[config.mk]
export PLATFORM = sky130hd
export DESIGN_NAME = tetris_game_ctrl
export DESIGN_NICKNAME = d
export VERILOG_FILES = /design/src/rtl/tetris_game_ctrl.sv
export SDC_FILE = /design/constraint.sdc
export NUM_CORES = 1
export LEC_CHECK = 0
export CAP_MARGIN = 20
export CORE_MARGIN = 8
export CORE_UTILIZATION = 56
export CTS_CLUSTER_DIAMETER = 100
export DETAILED_ROUTE_END_ITERATION = 8
export GPL_TIMING_DRIVEN = 0
export PLACE_DENSITY_LB_ADDON = 0.3
export SYNTH_ARGS = -nofsm -noshare
export SYNTH_HDL_FRONTEND = slang
export SYNTH_SLANG_ARGS = --single-unit
export TNS_END_PERCENT = 50
[constraint.sdc]
create_clock -name clka -period 3.61 [get_ports clka]
set_clock_uncertainty 0.2 [all_clocks]
set_input_delay 0.361 -clock clka [delete_from_list [all_inputs] [get_ports clka]]
set_output_delay 0.361 -clock clka [all_outputs]
set_load 0.01 [all_outputs]
[src/rtl/tetris_game_ctrl.sv]
// Game sequencer for a 4-wide x 8-deep Tetris board: spawn, gravity, moves,
// lock and a serialised row scan/clear, one controlled step per clock.
module tetris_game_ctrl #(
    parameter int LINES_W = 8
) (
    input  logic               clka,
    input  logic               rst_n,
    input  logic               start,
    input  logic               drop_tick,
    input  logic               move_l,
    input  logic               move_r,
    input  logic [1:0]         next_piece,
    output logic [31:0]        board_out,
    output logic               spawn_ack,
    output logic               piece_active,
    output logic               clearing,
    output logic               game_over,
    output logic [LINES_W-1:0] lines
);

    typedef enum logic [2:0] {
        S_IDLE,
        S_SPAWN,
        S_FALL,
        S_LOCK,
        S_SCAN,
        S_SHIFT,
        S_OVER
    } state_t;

    localparam logic [31:0] COL0 = 32'h1111_1111;
    localparam logic [31:0] COL3 = 32'h8888_8888;

    state_t             state, state_next;
    logic [31:0]        board, board_next;
    logic [31:0]        mask, mask_next;
    logic [2:0]         row_idx, row_idx_next;
    logic [LINES_W-1:0] lines_q, lines_next;

    logic [31:0] shape;
    logic [31:0] down_mask, left_mask, right_mask;
    logic [31:0] shifted_board;
    logic        can_down, can_left, can_right, row_full;

    always_comb begin
        shape = 32'h0;
        case (next_piece)
            2'b00: shape = 32'h0000_0002;
            2'b01: shape = 32'h0000_0006;
            2'b10: shape = 32'h0000_0066;
            2'b11: shape = 32'h0000_0062;
            default: shape = 32'h0;
        endcase
    end

    assign down_mask  = mask << 4;
    assign left_mask  = mask >> 1;
    assign right_mask = mask << 1;
    assign can_down   = (mask[31:28] == 4'h0) && ((down_mask & board) == 32'h0);
    assign can_left   = ((mask & COL0) == 32'h0) && ((left_mask & board) == 32'h0);
    assign can_right  = ((mask & COL3) == 32'h0) && ((right_mask & board) == 32'h0);
    assign row_full   = (board[{row_idx, 2'b00} +: 4] == 4'hF);

    // Rows above the cleared row drop by one; rows below it are untouched.
    always_comb begin
        shifted_board       = board;
        shifted_board[3:0]  = 4'h0;
        for (int k = 1; k < 8; k++) begin
            if (3'(k) <= row_idx) begin
                shifted_board[4*k +: 4] = board[4*(k-1) +: 4];
            end
        end
    end

    always_comb begin
        state_next   = state;
        board_next   = board;
        mask_next    = mask;
        row_idx_next = row_idx;
        lines_next   = lines_q;
        case (state)
            S_IDLE, S_OVER: begin
                if (start) begin
                    board_next = 32'h0;
                    mask_next  = 32'h0;
                    lines_next = '0;
                    state_next = S_SPAWN;
                end
            end
            S_SPAWN: begin
                if ((shape & board) != 32'h0) begin
                    state_next = S_OVER;
                end else begin
                    mask_next  = shape;
                    state_next = S_FALL;
                end
            end
            S_FALL: begin
                if (drop_tick) begin
                    if (can_down) begin
                        mask_next = down_mask;
                    end else begin
                        state_next = S_LOCK;
                    end
                end else if (move_l && !move_r) begin
                    if (can_left) begin
                        mask_next = left_mask;
                    end
                end else if (move_r && !move_l) begin
                    if (can_right) begin
                        mask_next = right_mask;
                    end
                end
            end
            S_LOCK: begin
                board_next   = board | mask;
                mask_next    = 32'h0;
                row_idx_next = 3'd7;
                state_next   = S_SCAN;
            end
            S_SCAN: begin
                if (row_full) begin
                    state_next = S_SHIFT;
                end else if (row_idx == 3'd0) begin
                    state_next = S_SPAWN;
                end else begin
                    row_idx_next = row_idx - 3'd1;
                end
            end
            S_SHIFT: begin
                // Same row_idx on return so a stacked full row is re-checked.
                board_next = shifted_board;
                lines_next = (lines_q == '1) ? lines_q : lines_q + 1'b1;
                state_next = S_SCAN;
            end
            default: state_next = S_IDLE;
        endcase
    end

    always_ff @(posedge clka or negedge rst_n) begin
        if (!rst_n) begin
            state   <= S_IDLE;
            board   <= 32'h0;
            mask    <= 32'h0;
            row_idx <= 3'd7;
            lines_q <= '0;
        end else begin
            state   <= state_next;
            board   <= board_next;
            mask    <= mask_next;
            row_idx <= row_idx_next;
            lines_q <= lines_next;
        end
    end

    assign board_out    = board | mask;
    assign spawn_ack    = (state == S_SPAWN);
    assign piece_active = (state == S_FALL);
    assign clearing     = (state == S_SCAN) || (state == S_SHIFT);
    assign game_over    = (state == S_OVER);
    assign lines        = lines_q;

endmodule

# After elaboration in Yosys (flattened, before gate mapping)

Cells that the tools add are included.

Register bits after elaboration: 78
Word-level logic and storage cells: 124

$add $sub $neg: 2
Order comparisons: 7
Equality and inequality tests: 30
Shift operators: 1
Mux-type cells: 31
Bitwise gates (word level): 5
Reductions and logical operators: 36

Operators by type and width:

| operator            | number |
|---|---|
| $mux 32             | 8 |
| $pmux 32 s4         | 2 |
| $logic_not 32->1    | 5 |
| $and 32x32->32      | 3 |
| $pmux 32 s3         | 1 |
| $and 31x32->32      | 1 |
| $or 32x32->32       | 1 |
| $reduce_bool 32->1  | 1 |
| $shiftx 32x6->4     | 1 |
| $mux 4              | 7 |
| $ne 2x2->1 const B  | 14 |
| $reduce_and 3->1    | 9 |
| $mux 3              | 8 |
| $mux 8              | 2 |
| $pmux 8 s2          | 1 |
| $pmux 3 s5          | 1 |
| $le 3x3->1 const A  | 4 |
| $eq 3x3->1 const B  | 3 |
| $add 8x1->8 const B | 1 |
| $eq 8x8->1 const B  | 1 |
| $ne 4x2->1 const B  | 2 |
| $reduce_and 7->1    | 1 |
| $eq 3x2->1 const B  | 2 |
| $le 2x3->1 const A  | 2 |
| 22 further kinds    | 31 |

# Logic depth before layout (Yosys ltp)

Word-level depth: 8
Depth in mapped cells: 9
Depth with buffers taken out: 8

# Worst setup path before layout

No wires, ideal clock.

Path type: input port to flip-flop
From: in move_r
To: reg mask[10]
Setup time: 0.127 ns
Arrival time: 2.472 ns
Setup slack: 0.810 ns
Stages on the path: 9
Cell sequence: inv_1 ha_1 clkbuf_1 nor4b_1 nand3_1 or4_1 a221oi_4 buf_6 mux2_1

Word-level cells in the longest chain between the ends: 5
Elaborated cells between the ends (all ways): 10
Those cells by class: eq/ne: 3; mux: 3; reduce/logical: 4

RTL lines:

| element                | RTL line | RTL |
|---|---|---|
| start: declaration     | 11       | `input logic move_r,` |
| $logic_not 1->1        | 105      | `end else if (move_l && !move_r) begin` |
| $logic_and 1x1->1      | 105      |  |
| $mux 32                | 105      |  |
| $mux 32                | 99       | `if (drop_tick) begin` |
| $pmux 32 s4            | 81       | `case (state)` |
| end signal: assignment | 150      | `mask <= mask_next;` |
| end: declaration       | 36       | `logic [31:0] mask, mask_next;` |

Several ways; a longest one is shown, not always the timed one.
A chain may end at the register's enable or synchronous reset.

# Worst setup path in the final report

From: in move_l
To: reg mask[17]

Word-level cells in the longest chain between the ends: 4
Elaborated cells between the ends (all ways): 10
Those cells by class: eq/ne: 3; mux: 3; reduce/logical: 4

RTL lines:

| element                                                          | RTL line | RTL |
|---|---|---|
| start: declaration                                               | 10       | `input logic move_l,` |
| $logic_not 1->1 / $logic_and 1x1->1 (equally long branches)      | 109, 105 |  |
| $logic_and 1x1->1 / $mux 32 (equally long branches)              | 109, 105 |  |
| $ne 4x2->1 (no line) / $mux 32 (equally long branches)           | --       |  |
| $reduce_and 7->1 (no line) / $pmux 32 s4 (equally long branches) | --       |  |

Several ways; a longest one is shown, not always the timed one.

==> flow_summary_export.csv <==
group,metric,value,unit
clock_tree,cts_buffers,9,
timing,slew_viol_final,0,
timing,rsz0062_at_grt,"false",
logic_synthesis,synth.avg_cell_area,8.40,µm²
global_route,grt_start_max_net_pins,44,
timing,period_share,89.2,%
routing,wl_per_cell,21.3,µm
timing,worstMarginPinSlew,1.03,ns
global_route,globalRouteTotalUtil,27.8,%
critical_path,cp.arrival,3.27,ns
routing,drt_pass1_iterations,6,
clock_tree,clk_latency,0.36,ns
final_layout,nFillCells,801,
routing,drcViolationCount,0,
critical_path,r2r_end,"mask[17]",
floorplanning,dieHeight,114,µm
final_layout,syn2layout_area_growth,16.1,%
timing,fmax,310,MHz
clock_tree,clock_path_buffers,2,
routing,avgViaCountPerCell,6.35,
routing,vias,5323,
clock_tree,cts_tree,"done",
pwr,p_leak,0.00277,µW
critical_path,crit_path_end_kind,"flip-flop",
logic_synthesis,synth_fp_nets,658,
floorplanning,ios,52,
critical_path,r2r_setup_slack,0.45,ns
logic_synthesis,synthMuxAreaShare,13.8,%
clock_tree,cts_setup_buffers,0,
critical_path,critPathMaxFanout,10,
timing,fin_crit,3.22,ns
global_route,grt_pass1_wl,28300,µm
logic_synthesis,synth_edf_count,0,
critical_path,critical_path_required,3.65,ns
logic_synthesis,synthFlopType,"dfrtp_1",
logic_synthesis,ys_types,49,
pwr,p_per_area,520,mW/mm²
clock_tree,cts_resized,0,
floorplanning,die_w,114,µm
logic_synthesis,synthTopCellsByCount,"86 x nor2_1, 82 x a21oi_1, 75 x dfrtp_1",
logic_synthesis,synth_top_family_by_area,"simple AND/OR/NAND/NOR gates",
timing,setup_violations,0,
placed_design,place.gp.congestion,0.987,
routing,final_antenna_net_count,0,
logic_synthesis,ys_seq_area_share,36.3,%
worst_hold_path,hp-class,"in -> async",
logic_synthesis,synthTopCellsByArea,"dfrtp_1 35%, a21oi_1 7.6%, mux2i_1 6.9%, mux2_1 6.3%, nor2_1 6.0%",
floorplanning,initial_core_util,58.0,%
critical_path,worst-r2r-cell-count,8,
routing,finalWirelength,17800,µm
logic_synthesis,synth-compound-area-share,19.6,%
final_layout,fin_nets,721,
flow_run,maxCapViolations,0,
logic_synthesis,yosys.area.top_type,"dfrtp_1",
routing,drt_iter0_drc,484,
final_layout,fin_util,67.3,%
final_layout,antenna-diode-count,0,
critical_path,reg2reg_from,"mask[21]",
pwr,ir_drop,448,µV
placed_design,numPortBuffers,50,
global_route,antenna_found_initial,0,
critical_path,start_kind,"input port",
final_layout,finalNonFillerCells,838,
placed_design,dpl_cell_area,0.00606,mm²
placed_design,hpwlAfterDp,12600,µm
global_route,grt_pass1_vias,5233,
logic_synthesis,synthAdderAreaFrac,2.09,%
clock_tree,cts_max_level,3,
timing,tns,0,ns
timing,relSlewSlack,31.3,%
clock_tree,cts_hold_buf,1,
logic_synthesis,ys_async_sr_fraction,100,%
logic_synthesis,yosysMostFrequentCell,"nor2_1",
run_status,status,"finished, final reports clean",
logic_synthesis,synth_xor_area_share,0.325,%
floorplanning,coreArea,0.00928,mm²
timing,hold_viol,0,
floorplanning,fp-row-count,35,
logic_synthesis,ys_ff_latch,78,
clock_tree,numClockSinks,78,
logic_synthesis,synth_cells,641,
placed_design,place_ws,0.0661,ns
clock_tree,cts.clk_slew.worst_paths,0.09,ns
logic_synthesis,synthesis.area,0.00538,mm²
global_route,grt-ovfl-total,0,
clock_tree,clockRootBuffer,"clkbuf_8",
final_layout,fin_area,0.00625,mm²
logic_synthesis,yosys_warnings,0,
final_layout,drive_above_1_share,9.31,%
timing,timing.final.ws_setup,0.389,ns
critical_path,path_class,"in -> reg",
floorplanning,die_area,0.0130,mm²
logic_synthesis,yosys.area_share.simple,22.9,%
logic_synthesis,synth_top_area_share,34.9,%
placed_design,dp_cells,821,
power breakdown:
group,switching (µW),internal (µW)
clock,371,257
sequential,123,960
combinational,964,576
through the flow:
stage | power, µW | hold slack, ns
2_1_floorplan | 2090 | -0.135
3_3_place_gp | 2540 | 0.321
3_5_place_dp | 2580 | 0.155
4_1_cts | 3210 | 0.315
5_1_grt | 3420 | 0.362
6_report | 3250 | 0.299
worst max-delay path, stage by stage:
cell and delay, ns:
clkdlybuf4s50_1 0.46, ha_1 0.13, clkbuf_1 0.36, nor4b_1 0.30
nand3_1 0.11, or4_1 0.56, a221oi_4 0.43, buf_6 0.21
mux2_1 0.34
layout by cell type, fill, tap and decap left out, types with 3 or more instances in the layout:
master,Yosys,routed
a211oi_1,5,5
a21oi_1,82,82
a221oi_1,7,7
a22o_1,12,12
a22oi_1,23,23
a31oi_1,3,3
and2_1,7,7
and3_1,3,3
buf_1,4,4
buf_6,3,3
clkbuf_1,44,44
clkbuf_8,0,9
clkdlybuf4s50_1,0,49
dfrtp_1,75,75
dfstp_2,3,3
ha_1,9,9
inv_1,12,12
inv_6,0,3
mux2_1,30,30
mux2_2,3,3
mux2i_1,37,37
nand2_1,53,53
nand2b_1,21,21
nand3_1,11,11
nand3b_1,4,4
nand4_1,11,11
nor2_1,86,86
nor2b_1,5,5
nor3_1,7,7
nor4b_1,3,3
o21ai_0,16,16
o22ai_1,3,3
or2_2,33,33
layout make-up:
cell class,instances,area [µm²],area share (%)
sequential,78,1960,31.3
multi-input combinational,498,3160,50.5
clock inverter,7,55.1,0.881
inverter,12,45.0,0.720
clock buffer,9,124,1.98
buffer,53,224,3.58
timing repair buffer,52,528,8.45
tap,129,161,2.58
cell families (layout without fill, tap and decap cells):
family,count (synthesis),in the layout
xor gates and xnor gates,2,2
buffers and inverters,65,133
and+or+nand+nor,252,252
muxes,70,70
AOI/OAI and AO/OA,165,165
adders and majority gates,9,9
DFF,78,78
registers in the layout, indices dropped and copies added, names as in the netlist:
signal   count
board       32
lines        8
mask        32
row_idx      3
state        3
how the worst max path moves through the flow:
stage                 from        to  slack (ns)  cells past startpoint
finish              move_l  mask[17]        0.39                      9
global route        move_r  mask[25]        0.26                     10
CTS                 move_l  mask[30]        0.42                      9
detailed placement  move_l  mask[30]        0.07                      9
global placement     rst_n   mask[2]       -0.73                      1
floorplan           move_r  mask[10]        0.81                      9
layer usage:
| metal | share of wire [%] | wire length, µm | GRT usage [%] | vias to the layer above |
|---|---|---|---|---|
| met1 | 42 | 7550 | 35.8 | 2566 |
| li1 | - | - | - | 2402 |
| met4 | 2.8 | 504 | 11.4 | 0 |
| met3 | 9.6 | 1710 | 6.17 | 51 |
| met5 | 0 | 0 | 0 | - |
| met2 | 45 | 8070 | 44.1 | 304 |
No activity file was read; power rests on OpenSTA's default activity.
